<file path="config.mk">
export PLATFORM = sky130hd
export DESIGN_NAME = rst_sequencer
export DESIGN_NICKNAME = d
export VERILOG_FILES = /design/src/rtl/rst_sequencer.sv
export SDC_FILE = /design/constraint.sdc
export NUM_CORES = 1
export LEC_CHECK = 0
export BUFFER_PORTS_ARGS = -buffer_cell sky130_fd_sc_hd__clkbuf_2
export CAP_MARGIN = 20
export CORE_UTILIZATION = 29
export CTS_CLUSTER_DIAMETER = 30
export DETAILED_ROUTE_END_ITERATION = 8
export GPL_ROUTABILITY_DRIVEN = 1
export PLACE_DENSITY = 0.58
export SETUP_SLACK_MARGIN = 0.15
export SYNTH_ARGS = -nofsm -noshare
export SYNTH_HDL_FRONTEND = slang
export SYNTH_SLANG_ARGS = --single-unit
export TNS_END_PERCENT = 20
</file>
<file path="constraint.sdc">
create_clock -name i_clk -period 1.8 [get_ports i_clk]
set_input_delay 0.27 -clock i_clk [delete_from_list [all_inputs] [get_ports i_clk]]
set_output_delay 0.27 -clock i_clk [all_outputs]
set_load 0.02 [all_outputs]
</file>
<file path="src/rtl/rst_sequencer.sv">
// rst_sequencer: turns the board reset and a software reset request into
// NUM_OUT active-low reset lines. All lines assert together, stay low for
// STRETCH_CYC cycles, then release one at a time (bit 0 first) GAP_CYC apart.
module rst_sequencer #(
    parameter int NUM_OUT     = 3,
    parameter int STRETCH_CYC = 16,
    parameter int GAP_CYC     = 4,
    parameter int SYNC_STAGES = 2
) (
    input  logic               i_clk,
    input  logic               i_rst,
    input  logic               i_soft_rst_req,
    output logic [NUM_OUT-1:0] o_rst_n,
    output logic               o_seq_busy,
    output logic               o_all_released,
    output logic               o_soft_rst_ack
);

    localparam int CNT_MAX = (STRETCH_CYC > GAP_CYC) ? STRETCH_CYC : GAP_CYC;
    localparam int CNT_W   = $clog2(CNT_MAX + 1);
    localparam logic [CNT_W-1:0] STRETCH_LAST = CNT_W'(STRETCH_CYC - 1);
    localparam logic [CNT_W-1:0] GAP_LAST     = CNT_W'(GAP_CYC - 1);

    typedef enum logic [1:0] {
        S_HOLD    = 2'd0,
        S_RELEASE = 2'd1,
        S_DONE    = 2'd2
    } state_t;

    logic [SYNC_STAGES-1:0] sync_q;
    logic                   rst_sync_n;

    state_t             state_q, state_d;
    logic [CNT_W-1:0]   cnt_q, cnt_d;
    logic [NUM_OUT-1:0] rst_n_q, rst_n_d;
    logic               busy_q, busy_d;
    logic               all_rel_q, all_rel_d;
    logic               ack_q, ack_d;
    logic               ack_pend_q, ack_pend_d;
    logic               req_q;

    logic               req_edge;
    logic               release_now;
    logic [NUM_OUT-1:0] rst_n_shift;

    // Board reset: asserts asynchronously, deasserts after SYNC_STAGES edges.
    always_ff @(posedge i_clk or negedge i_rst) begin
        if (!i_rst) begin
            sync_q <= '0;
        end else begin
            sync_q <= {sync_q[SYNC_STAGES-2:0], 1'b1};
        end
    end

    assign rst_sync_n = sync_q[SYNC_STAGES-1];

    // Next release pattern: shift a 1 in from bit 0, so bits can only ever
    // release in index order.
    assign rst_n_shift[0] = 1'b1;
    generate
        for (genvar gi = 1; gi < NUM_OUT; gi++) begin : g_shift
            assign rst_n_shift[gi] = rst_n_q[gi-1];
        end
    endgenerate

    // Reset value 1 so a request held high through reset is not seen as an edge.
    assign req_edge = i_soft_rst_req & ~req_q;

    // State and output registers, cleared by the synchronized reset.
    always_ff @(posedge i_clk or negedge rst_sync_n) begin
        if (!rst_sync_n) begin
            state_q    <= S_HOLD;
            cnt_q      <= '0;
            rst_n_q    <= '0;
            busy_q     <= 1'b1;
            all_rel_q  <= 1'b0;
            ack_q      <= 1'b0;
            ack_pend_q <= 1'b0;
            req_q      <= 1'b1;
        end else begin
            state_q    <= state_d;
            cnt_q      <= cnt_d;
            rst_n_q    <= rst_n_d;
            busy_q     <= busy_d;
            all_rel_q  <= all_rel_d;
            ack_q      <= ack_d;
            ack_pend_q <= ack_pend_d;
            req_q      <= i_soft_rst_req;
        end
    end

    // Next-state logic: stretch, staggered release, and soft-request restart.
    always_comb begin
        state_d     = state_q;
        cnt_d       = cnt_q;
        rst_n_d     = rst_n_q;
        busy_d      = busy_q;
        all_rel_d   = all_rel_q;
        ack_d       = 1'b0;
        ack_pend_d  = ack_pend_q;
        release_now = 1'b0;

        case (state_q)
            S_HOLD: begin
                if (cnt_q == STRETCH_LAST) release_now = 1'b1;
                else                       cnt_d = cnt_q + 1'b1;
            end
            S_RELEASE: begin
                if (cnt_q == GAP_LAST) release_now = 1'b1;
                else                   cnt_d = cnt_q + 1'b1;
            end
            S_DONE: begin
            end
            default: begin
                state_d = S_HOLD;
            end
        endcase

        if (release_now) begin
            cnt_d   = '0;
            rst_n_d = rst_n_shift;
            if (&rst_n_shift) begin
                state_d    = S_DONE;
                busy_d     = 1'b0;
                all_rel_d  = 1'b1;
                ack_d      = ack_pend_q;
                ack_pend_d = 1'b0;
            end else begin
                state_d = S_RELEASE;
            end
        end

        // A request edge restarts the whole sequence from this edge, in any state.
        if (req_edge) begin
            state_d    = S_HOLD;
            cnt_d      = '0;
            rst_n_d    = '0;
            busy_d     = 1'b1;
            all_rel_d  = 1'b0;
            ack_d      = 1'b0;
            ack_pend_d = 1'b1;
        end
    end

    assign o_rst_n        = rst_n_q;
    assign o_seq_busy     = busy_q;
    assign o_all_released = all_rel_q;
    assign o_soft_rst_ack = ack_q;

endmodule
</file>
==> out/metrics.cfg <==
[outcome]
outcome=finished, final reports clean

[sta]
setup_viol=0
max_freq_mhz=600.9
fin_ws_ns=0.1358
tightest_slew_ns=0.5901
maxSlewHeadroom_pct=60.66
setup_tns_ns=0
min_period_ns=1.664
finClkSkew_ns=0.005206
rsz0062_at_grt=true
final_max_slew_viol_count=0
hold_viol=0
finalCritPeriodShare_pct=92.46

[floorplan]
rows=17
fp.coreArea_um2=2318
dieWidth_um=52.54
die-area_um2=2760
initial_utilization_pct=31.95
ios=9
fp.dieH_um=52.54

[logic_synthesis]
netlist_instances=61
yosys-top-cells-area=dfrtp_1 (51%), dfstp_2 (7.1%), mux2i_1 (4.1%)
yosysWarnings=0
yosysSeqAreaShare_pct=57.77
ys_ff_latch=17
syn_area_um2=740.7
synthArstFlopShare_pct=100.0
syn_avg_cell_area_um2=12.14
synth_cell_types=26
syn_nets=66
synthFlopType=dfrtp_1
synth_top_cell_area_share_pct=50.68
synth_area_leader_cell=dfrtp_1
synth_edf_count=0

[critical_path]
cp-start-kind=flip-flop
path_class=flip-flop to flip-flop
cp_data_arrival_time_ns=1.90
cp-end-kind=flip-flop
cp_max_fo=4
required_ns=2.04

[placement]
placed_cells=96
dp_hpwl_um=822.3
io_buffer_count=8
dp_worst_setup_slack_ns=0.03059
place_congestion=0.7185

[global_route]
overflow=0
grt_first_pass_wirelength_mm=2.083
antenna_found_initial=0
first_global_vias=468
grt_max_degree=16
track_usage_pct=11.03

[final_layout]
most-common-layout-cells=dfrtp_1 (15), clkbuf_2 (8), nor2_1 (6), nor3_1 (6), nand2_1 (4)
drive_gt1_share_pct=32.00
area.growth.synth_to_final_pct=18.58
final_nets=81
layout.cells.non_filler=103
antenna_cells=0
final_common_cell=dfrtp_1

[clock_tree]
cts_max_path_buffers=2
cts_root_buf=clkbuf_4
clkTransAtPathRegs_ns=0.10
cts.sinks=17
htree_levels=1
cts_buffers=3
clock_latency_ns=0.29
cts_tree=yes

[routing]
via_count=466
drtPass1Iterations=2
wire_per_inst_um=11.25
ant_nets=0
vias_per_cell=4.524
initialDrtViolationCount=3
drc_errors=0
drt-total-wl_mm=1.159

[run]
cap_violations=0

[worst_hold_path]
hp-class=input pin to flip-flop

[pwr]
p_leak_nw=0.3955
p_per_area_nw_per_um2=981.4
ir_drop_uv=441.1

[logic make-up after synthesis]
kind of cell,after synthesis,synth area share (%)
buf+inv,4,3.548
simple gates,23,16.55
flops,17,57.77
fa+ha+maj,2,3.378
mux,3,4.054
xor+xnor,3,3.548
compound gates,8,10.64
other cells,1,0.5063
[area by class of cell]
type / count / area, um^2
inverters: 2 / 7.507
well taps: 28 / 35.03
multi-input cells: 40 / 307.8
clock buffers: 3 / 22.52
fillers: 240 / 1440
repair buffers: 12 / 72.57
clock inverters: 1 / 5.005
flip-flops and latches: 17 / 427.9
[power breakdown]
part | internal, W | leakage [nW] | switching, W
Sequential | 0.000429 | 0.216 | 0.0000500
Clock | 0.0000826 | 0.0177 | 0.000120
Combinational | 0.0000961 | 0.162 | 0.0000837
[per-stage QoR]
| stage | hold WS, ns | instance area [um^2] | utilization, % | total power (W) |
|---|---|---|---|---|
| after floorplan | -0.02559 | 744.5 | - | 0.0005971 |
| after global placement | 0.05703 | 808.3 | 34.86 | 0.0006292 |
| after detailed placement | 0.05882 | 808.3 | 34.86 | 0.0006335 |
| after CTS | 0.05969 | 868.3 | 37.45 | 0.0008570 |
| after global routing | 0.05898 | 878.3 | 37.88 | 0.0009211 |
| final | 0.07113 | 878.3 | 37.88 | 0.0008620 |
[Yosys cell counts (all sizes together) (2+ instances only)]
master  instances
nand2           4
a21oi           3
buf             2
nor2            6
nor2b           2
inv             2
dfstp           2
xor2            2
mux2i           3
ha              2
dfrtp          15
nor3            6
and3            2
[critical path: stages, from the launching register on]
cell	delay, ns
dfrtp_1	0.38
ha_2	0.18
or4b_4	0.50
a2111oi_4	0.40
a31o_1	0.14
[flip-flops by register name, indices dropped and copies added, names as in the netlist]
name            count
cnt_q               5
o_rst_n             3
state_q             2
sync_q              2
ack_pend_q          1
o_all_released      1
o_seq_busy          1
o_soft_rst_ack      1
req_q               1
[final timing paths]
| path | from | endpoint | slack, ns | depth (start not counted) |
|---|---|---|---|---|
| worst max-delay path | cnt_q[1]$_DFFE_PN0P_ | state_q[1]$_DFFE_PN0P_ | 0.14 | 4 |
| worst min-delay path | i_soft_rst_req | req_q$_DFF_PN1_ | 0.07 | 1 |
| worst max register to register | cnt_q[1]$_DFFE_PN0P_ | state_q[1]$_DFFE_PN0P_ | 0.14 | 4 |
| worst min register to register | sync_q[1]$_DFF_PN0_ | o_all_released$_DFFE_PN0P_ | 0.25 | 0 |
| max in group asynchronous | sync_q[1]$_DFF_PN0_ | o_rst_n[1]$_DFFE_PN0P_ | 1.16 | 0 |
| min in group asynchronous | sync_q[1]$_DFF_PN0_ | o_all_released$_DFFE_PN0P_ | 0.25 | 0 |
[what timing repair did]
action,CTS,global route
hold buffers,1,0
hold endpoints to repair,2,0
resized for setup,2,1
endpoints found under the setup margin,12,11
pin swaps,2,1
buffers inserted,1,1
cloned,0,0
[layer usage]
| layer | track usage [%] | part of all wire, % | vias to the layer above |
|---|---|---|---|
| met4 | 9.211 | 1.4 | 0 |
| met5 | 0 | 0 | - |
| met1 | 13.41 | 48 | 223 |
| met3 | 2.609 | 3.7 | 2 |
| met2 | 16.24 | 46 | 7 |
| li1 | - | - | 234 |
Power figures use the tool's default switching activity.
